[config.mk]
export PLATFORM = sky130hd
export DESIGN_NAME = ttt_auto_player
export DESIGN_NICKNAME = d
export VERILOG_FILES = /design/src/rtl/ttt_auto_player.sv
export SDC_FILE = /design/constraint.sdc
export NUM_CORES = 1
export LEC_CHECK = 0
export CORE_MARGIN = 2
export CORE_UTILIZATION = 60
export DETAILED_ROUTE_END_ITERATION = 8
export DONT_BUFFER_PORTS = 1
export GPL_ROUTABILITY_DRIVEN = 0
export PLACE_DENSITY = 0.77
export SETUP_SLACK_MARGIN = 0.15
export SYNTH_ARGS = -nofsm -noshare
export SYNTH_HDL_FRONTEND = slang
export SYNTH_SLANG_ARGS = --single-unit
[constraint.sdc]
create_clock -name clock -period 4.53 [get_ports clock]
set_clock_uncertainty 0.1 [all_clocks]
set_input_delay 1.359 -clock clock [delete_from_list [all_inputs] [get_ports clock]]
set_output_delay 1.359 -clock clock [all_outputs]
set_load 0.02 [all_outputs]
[src/rtl/ttt_auto_player.sv]
// rtl/ttt_auto_player.sv - tic-tac-toe computer opponent (win / block / preference move picker)
// Optional feature: define TTT_AUTO_BLOCK_EN to scan opponent lines for a block before the preference pick.
module ttt_auto_player #(
  parameter int THINK_CYCLES = 4
) (
  input  logic       clock,
  input  logic       reset,
  input  logic       req,
  input  logic [1:0] my_mark,
  input  logic [1:0] pos1,
  input  logic [1:0] pos2,
  input  logic [1:0] pos3,
  input  logic [1:0] pos4,
  input  logic [1:0] pos5,
  input  logic [1:0] pos6,
  input  logic [1:0] pos7,
  input  logic [1:0] pos8,
  input  logic [1:0] pos9,
  output logic [3:0] move_pos,
  output logic       move_valid,
  input  logic       move_ack,
  output logic       no_move,
  output logic       busy
);

  typedef enum logic [2:0] {IDLE, SCAN_WIN, SCAN_BLOCK, PICK, THINK, ISSUE} state_t;

  localparam int CW = (THINK_CYCLES > 1) ? $clog2(THINK_CYCLES) : 1;
  localparam logic [CW-1:0] THINK_LAST = CW'((THINK_CYCLES > 0) ? THINK_CYCLES - 1 : 0);

  state_t          state, state_nx;
  logic [8:0][1:0] snap, snap_nx;
  logic [1:0]      mark, mark_nx;
  logic [2:0]      line, line_nx;
  logic [CW-1:0]   think_cnt, think_cnt_nx;
  logic [3:0]      pos_nx;
  logic            valid_nx, no_move_nx;

  // Cell indices (0..8) of each line, packed as {a, b, c}.
  function automatic logic [11:0] line_cells(input logic [2:0] l);
    case (l)
      3'd0:    return {4'd0, 4'd1, 4'd2};
      3'd1:    return {4'd3, 4'd4, 4'd5};
      3'd2:    return {4'd6, 4'd7, 4'd8};
      3'd3:    return {4'd0, 4'd3, 4'd6};
      3'd4:    return {4'd1, 4'd4, 4'd7};
      3'd5:    return {4'd2, 4'd5, 4'd8};
      3'd6:    return {4'd0, 4'd4, 4'd8};
      default: return {4'd2, 4'd4, 4'd6};
    endcase
  endfunction

  // Preference order: centre, corners, then edges.
  function automatic logic [3:0] pref_cell(input int i);
    case (i)
      0:       return 4'd4;
      1:       return 4'd0;
      2:       return 4'd2;
      3:       return 4'd6;
      4:       return 4'd8;
      5:       return 4'd1;
      6:       return 4'd3;
      7:       return 4'd5;
      default: return 4'd7;
    endcase
  endfunction

  logic [3:0] c0, c1, c2, hit_pos, pick_pos, take_pos;
  logic [1:0] v0, v1, v2, target;
  logic       hit, pick_found, take;

  always_comb begin
    {c0, c1, c2} = line_cells(line);
    v0 = snap[c0];
    v1 = snap[c1];
    v2 = snap[c2];
    target = (state == SCAN_BLOCK) ? (mark ^ 2'b11) : mark;
    hit = 1'b0;
    hit_pos = 4'd0;
    if (v0 == 2'b00 && v1 == target && v2 == target) begin
      hit = 1'b1;
      hit_pos = c0;
    end else if (v1 == 2'b00 && v0 == target && v2 == target) begin
      hit = 1'b1;
      hit_pos = c1;
    end else if (v2 == 2'b00 && v0 == target && v1 == target) begin
      hit = 1'b1;
      hit_pos = c2;
    end
    pick_found = 1'b0;
    pick_pos = 4'd0;
    for (int i = 8; i >= 0; i--) begin
      if (snap[pref_cell(i)] == 2'b00) begin
        pick_found = 1'b1;
        pick_pos = pref_cell(i);
      end
    end
  end

  always_comb begin
    state_nx     = state;
    snap_nx      = snap;
    mark_nx      = mark;
    line_nx      = line;
    think_cnt_nx = think_cnt;
    pos_nx       = move_pos;
    valid_nx     = move_valid;
    no_move_nx   = 1'b0;
    take         = 1'b0;
    take_pos     = hit_pos;
    case (state)
      IDLE: begin
        if (req) begin
          if (my_mark == 2'b00 || my_mark == 2'b11) begin
            no_move_nx = 1'b1;
          end else begin
            snap_nx  = {pos9, pos8, pos7, pos6, pos5, pos4, pos3, pos2, pos1};
            mark_nx  = my_mark;
            line_nx  = 3'd0;
            state_nx = SCAN_WIN;
          end
        end
      end
      SCAN_WIN: begin
        if (hit) begin
          take = 1'b1;
        end else if (line == 3'd7) begin
          line_nx = 3'd0;
`ifdef TTT_AUTO_BLOCK_EN
          state_nx = SCAN_BLOCK;
`else
          state_nx = PICK;
`endif
        end else begin
          line_nx = line + 3'd1;
        end
      end
      SCAN_BLOCK: begin
        if (hit) begin
          take = 1'b1;
        end else if (line == 3'd7) begin
          line_nx  = 3'd0;
          state_nx = PICK;
        end else begin
          line_nx = line + 3'd1;
        end
      end
      PICK: begin
        if (pick_found) begin
          take     = 1'b1;
          take_pos = pick_pos;
        end else begin
          no_move_nx = 1'b1;
          state_nx   = IDLE;
        end
      end
      THINK: begin
        if (think_cnt == THINK_LAST) begin
          state_nx = ISSUE;
          valid_nx = 1'b1;
        end else begin
          think_cnt_nx = think_cnt + CW'(1);
        end
      end
      ISSUE: begin
        if (move_ack) begin
          valid_nx = 1'b0;
          state_nx = IDLE;
        end
      end
      default: state_nx = IDLE;
    endcase
    // A chosen cell either waits out the think delay or is presented on the next edge.
    if (take) begin
      pos_nx       = take_pos;
      think_cnt_nx = '0;
      if (THINK_CYCLES == 0) begin
        state_nx = ISSUE;
        valid_nx = 1'b1;
      end else begin
        state_nx = THINK;
      end
    end
  end

  always_ff @(posedge clock or posedge reset) begin
    if (reset) begin
      state      <= IDLE;
      snap       <= '0;
      mark       <= 2'b00;
      line       <= 3'd0;
      think_cnt  <= '0;
      move_pos   <= 4'd0;
      move_valid <= 1'b0;
      no_move    <= 1'b0;
    end else begin
      state      <= state_nx;
      snap       <= snap_nx;
      mark       <= mark_nx;
      line       <= line_nx;
      think_cnt  <= think_cnt_nx;
      move_pos   <= pos_nx;
      move_valid <= valid_nx;
      no_move    <= no_move_nx;
    end
  end

  assign busy = (state != IDLE);

endmodule

### Word level (Yosys, flattened, before mapping)

Index checks and enable logic that the tools add are counted.

| storage, ports and cells | value |
|---|---|
| register bits | 34 |
| output and inout bits | 7 |
| logic and storage cells | 146 |

| cells by class | value |
|---|---|
| add/sub/neg operators | 2 |
| magnitude comparators | 3 |
| multiplexer cells | 61 |
| bitwise logic cells | 2 |
| equality and inequality tests | 30 |
| reduce and logical (&&, ||, !) cells | 32 |

Operators by type and width:

| operator | count |
|---|---|
| $pmux 11 s7 | 1 |
| $mux 4 | 13 |
| $mux 3 | 13 |
| $logic_not 2->1 | 13 |
| $bmux 2 s4 | 3 |
| $mux 1 | 19 |
| $eq 3x3->1 const B | 6 |
| $lt 4x5->1 const B | 3 |
| $ne 3x3->1 const B | 5 |
| $pmux 3 s5 | 1 |
| $mux 2 | 7 |
| $eq 3x2->1 const B | 4 |
| $ne 2x2->1 const B | 6 |
| $reduce_and 7->1 | 1 |
| $eq 2x2->1 | 3 |
| $eq 3x1->1 const B | 2 |
| $logic_and 1x1->1 | 6 |
| $logic_not 3->1 | 2 |
| $pmux 1 s2 | 3 |
| $pmux 3 s2 | 1 |
| $reduce_and 3->1 | 2 |
| $reduce_bool 2->1 | 3 |
| $eq 2x2->1 const B | 2 |
| $reduce_and 4->1 | 1 |
| 10 further kinds | 10 |

### Logic depth before layout (Yosys ltp)

| depth | value |
|---|---|
| word-level depth | 14 |
| depth in mapped cells | 15 |
| mapped depth without buffers | 12 |

### Least setup slack after synthesis

No wires, ideal clock.

| timing path | value |
|---|---|
| path type | reg2reg |
| start point | register line[2] |
| end point | register move_pos[3] |
| cell stages (with the launch flop) | 15 |
| setup slack | 0.699 ns |
| setup time | 0.065 ns |
| arrival time | 3.666 ns |
| path through | dfrtp_1 buf_4 clkbuf_1 inv_1 ha_1 nor4_4 or3_1 a2111oi_0 or4_1 xor2_1 nor3_1 nand2_1 a311oi_4 or2_4 o211a_1 |

| on the way | value |
|---|---|
| longest elaborated chain between the ends | 12 |
| elaborated cells between the ends (all ways) | 36 |
| those cells by class | 9 x eq/ne; 17 x mux; 10 x reduce/logical |

RTL lines:

| what | RTL line | text |
|---|---|---|
| start, declared | 34 | `logic [2:0] line, line_nx;` |
| start signal, assigned | 200 | `line <= line_nx;` |
| $eq 3x3->1, or another cell as far along | 41 | `case (l)` |
| $pmux 11 s7 * | 41 |  |
| $bmux 2 s4 (on tied branches) | 74, 76 |  |
| $mux 2 (on tied branches) | 74, 76 |  |
| $eq 2x2->1 / $logic_not 2->1 (equally long branches) | 83, 86 |  |
| $logic_and 1x1->1 (2 in series) | 86 | `end else if (v2 == 2'b00 && v0 == target && v1 == target) begin` |
| $mux 1 / $mux 4 (equally long branches) | 86 |  |
| $mux 1 / $mux 4 (equally long branches) | 83 | `end else if (v1 == 2'b00 && v0 == target && v2 == target) begin` |
| $mux 1 / $mux 4 (equally long branches) | 80 | `if (v0 == 2'b00 && v1 == target && v2 == target) begin` |
| $mux 1 / $mux 4 (equally long branches) | 125, 139, 149 |  |
| $pmux 1 s2 / $mux 4 (equally long branches) | 111 | `case (state)` |
| end signal, assigned | 202 | `move_pos <= pos_nx;` |
| end, declared | 19 | `output logic [3:0] move_pos,` |

Every way passes the cells marked *; elsewhere a longest branch is shown, timed or not. The select of a mux whose other input is x is not followed.
A chain may end at the register's enable or synchronous reset.

### Worst setup path after layout

| timing path | value |
|---|---|
| start point | register line[0] |
| end point | register move_pos[1] |

Same word-level chain as after synthesis.

==> flow_metrics.tcl <==
set metrics [dict create \
    status "finished, final reports clean" \
    synth-simple-area-share_pct 24.4 \
    maxCapViolCount 0 \
    grt_antenna_before_repair 0 \
    final_period_minus_worst_setup_slack_ns 4.04 \
    power_density_nw_per_um2 850 \
    timing.final.crit_share_pct 89.1 \
    fin_total_pwr_mw 2.47 \
    drt-total-wl_um 6520 \
    die-area_um2 5110 \
    grt_util_all_layers_pct 26.6 \
    insertedDiodeCount 0 \
    cts_max_path_buffers 2 \
    synthMuxAreaShare_pct 14.1 \
    clkPwrFrac_pct 9.5 \
    yosys.area.top_type "sky130_fd_sc_hd__dfrtp_1" \
    fraction_of_the_mapped_netlist_area_in_compound_gates_pct 20.5 \
    cts.reportedPaths.clkPinSlew_ns 0.07 \
    regToRegStartpoint "line[0]" \
    slew_violations 0 \
    vias 2409 \
    tritoncts "built" \
    finish.net_count 329 \
    yosysSeqAreaShare_pct 31.1 \
    hold_end "think_cnt[1]" \
    root_buffer "sky130_fd_sc_hd__clkbuf_8" \
    synth-async-reset-ratio_pct 100 \
    grt_max_degree 35 \
    mappedNetlistArea_um2 2730 \
    crit_path_max_fanout 13 \
    worst_setup_path_end_kind "flop" \
    setup_viol 0 \
    wire_per_inst_um 18.6 \
    postSynth.topFlopCell "sky130_fd_sc_hd__dfrtp_1" \
    fill_cells 344 \
    core_um2 4380 \
    area_growth_syn_to_layout_pct 6.22 \
    first_pass_iters 5 \
    cp.required_ns 4.62 \
    grt_setup_unrepaired "false" \
    power.switching_mw 1.19 \
    cts.htree.levels 2 \
    die_w_um 71.5 \
    yosysUniqueCellTypes 67 \
    drc_violation_count_after_routing 0 \
    synth.ff_latch_count 34 \
    r2r-end "move_pos[1]" \
    synthDominantCellAreaShare_pct 31.1 \
    gr-total-overflow 0 \
    swShare_pct 48.4 \
    synth_area_per_cell_um2 9.14 \
    synth.area.top_cells "sky130_fd_sc_hd__dfrtp_1 31%, sky130_fd_sc_hd__mux2_2 8.6%, sky130_fd_sc_hd__nor2_1 5.1%, sky130_fd_sc_hd__mux2i_1 3.7%, sky130_fd_sc_hd__ha_1 3.2%" \
    setup.worst_path.class "reg -> reg" \
    grt_pass1_vias 2155 \
    dominant_combinational_cell_family_by_area_after_synthesis "simple AND/OR/NAND/NOR gates" \
    synthesis.instances 299 \
    placement_rows 24 \
    startpoint_type "flop" \
    worst_slew_margin_rel_pct 58.3 \
    share_seq_of_total_power_pct 27.3 \
    worst_pin_slew_ns 0.625 \
    rrSetupSlack_ns 0.49 \
    drive_above_1_share_pct 20.1 \
    clock_sinks 34 \
    dpl.hpwl_um 4690 \
    synth.yosys.warnings 0 \
    portBuffers 0 \
    die_y_um 71.5 \
    ios 31 \
    initial_utilization_pct 62.4 \
    synth_xor_xnor_area_share_pct 2.24 \
    grt_first_pass_wirelength_um 10600 \
    synthMostInstantiatedCell "sky130_fd_sc_hd__nor2_1" \
    adder_and_majority_gate_portion_of_the_synthesized_area_pct 3.20 \
    comb_power_share_pct 63.2 \
    numCtsBuffers 5 \
    total_negative_slack_ns 0 \
    class_of_the_tightest_hold_or_removal_check "reg -> reg" \
    clk_latency_ns 0.29 \
    max_freq_ghz 0.248 \
    cellLeakagePower_nw 1.18 \
    power.ir.vdd_worst_mv 0.415 \
    synthTopCellsByCount "37 x sky130_fd_sc_hd__nor2_1, 34 x sky130_fd_sc_hd__dfrtp_1, 21 x sky130_fd_sc_hd__mux2_2" \
    r2r.worst_path.cells 13 \
    detail_route.vias_per_cell 6.86 \
    number_of_flops_mapped_to_enable_cells_by_yosys 0 \
    holdCritStartpoint "think_cnt[1]" \
    timing.hold.worst_path_depth 2 \
    timing.final.hold_violations 0 \
    p_int_mw 1.27 \
    antenna_violating_nets_post_route 0 \
    initial_drc_count 263 \
    syn_nets 330 \
    hold_buffers 0 \
    cp.arrival_ns 4.12 \
]
critical path, cell delays in order (launching register included):
cell,delay [ns]
sky130_fd_sc_hd__dfrtp_1,0.43
sky130_fd_sc_hd__inv_1,0.11
sky130_fd_sc_hd__ha_1,0.26
sky130_fd_sc_hd__buf_4,0.20
sky130_fd_sc_hd__or2_2,0.36
sky130_fd_sc_hd__or2_1,0.28
sky130_fd_sc_hd__mux4_2,0.37
sky130_fd_sc_hd__o41ai_1,0.36
sky130_fd_sc_hd__a211oi_1,0.10
sky130_fd_sc_hd__mux2i_2,0.32
sky130_fd_sc_hd__nand2_1,0.21
sky130_fd_sc_hd__a311oi_4,0.50
sky130_fd_sc_hd__nor3_1,0.08
sky130_fd_sc_hd__a221oi_1,0.24
area by class of cell:
| cell class | instances | area [um2] | area share, % |
|---|---|---|---|
| clock buffers | 7 | 86.3 | 2.97 |
| clock inverters | 1 | 5.00 | 0.172 |
| inverters | 8 | 30.0 | 1.03 |
| multi-input cells | 240 | 1800 | 62.0 |
| flip-flops and latches | 34 | 851 | 29.3 |
| well taps | 52 | 65.1 | 2.24 |
| repair buffers | 9 | 67.6 | 2.33 |
sequential cells by signal (all words and copies together) (netlist names):
name        flops
snap           18
move_pos        4
line            3
state           3
mark            2
think_cnt       2
move_valid      1
no_move         1
cell families after synthesis:
family,Yosys count
flops,34
mux,34
xor+xnor,7
buf+inv,25
simple gates,120
fa+ha+maj,7
compound gates,72
power by group through the flow:
| stage | logic (mW) | registers (mW) | clock network, mW |
|---|---|---|---|
| after global placement | 1.46 | 0.668 | 0 |
| after detailed placement | 1.48 | 0.670 | 0 |
| after CTS | 1.49 | 0.667 | 0.240 |
| final | 1.56 | 0.674 | 0.235 |
| after floorplan | 1.26 | 0.582 | 0 |
| after global routing | 1.70 | 0.694 | 0.255 |
what timing repair did:
item / 4_1_cts / 5_1_grt
setup endpoints to repair: 0 / 11
resized for setup: 0 / 7
buffers inserted: 0 / 3
endpoints found under the hold margin: 0 / 0
metrics by stage:
stage               area, um2  utilization [%]  std cells  hold slack [ns]  worst slack, ns
floorplan                2730                -        299            0.390            0.699
global placement         2760             62.9        340            0.418            0.342
detailed placement       2760             62.9        340            0.431            0.273
CTS                      2850             65.0        348            0.447            0.210
global route             2900             66.2        351            0.484            0.192
finish                   2900             66.2        351            0.436            0.492
worst max-delay path by stage:
| stage | startpoint | end | slack [ns] | cells after the start |
|---|---|---|---|---|
| after global placement | line[0] | move_pos[3] | 0.34 | 12 |
| after CTS | line[0] | move_pos[1] | 0.21 | 12 |
| final | line[0] | move_pos[1] | 0.49 | 13 |
| after global routing | line[0] | move_pos[1] | 0.19 | 12 |
| after floorplan | line[2] | move_pos[3] | 0.70 | 14 |
| after detailed placement | line[0] | move_pos[3] | 0.27 | 12 |
layer usage:
layer | wire length, um | GRT usage [%] | up-vias
met4 | 135 | 9.22 | 0
met1 | 3020 | 39.8 | 1141
met5 | 0 | 0 | -
met3 | 477 | 5.77 | 15
met2 | 2890 | 38.0 | 115
li1 | - | - | 1138
cell usage in the layout, fill, tap and decap left out, drive strengths merged, types with 3 or more instances in the layout:
master / n
nor2: 37
dfrtp: 34
mux2: 21
nand2: 16
nor3: 14
o21ai: 13
mux2i: 12
buf: 9
a211oi: 9
nor4b: 8
inv: 8
a21oi: 7
clkbuf: 7
ha: 7
nand3: 6
or2: 6
or4: 5
xnor2: 5
nor2b: 5
a221oi: 4
nor4: 4
o22ai: 3
nand2b: 3
o32a: 3
o32ai: 3
or3: 3
a2111oi: 3
No activity file was read; power rests on OpenSTA's default activity.
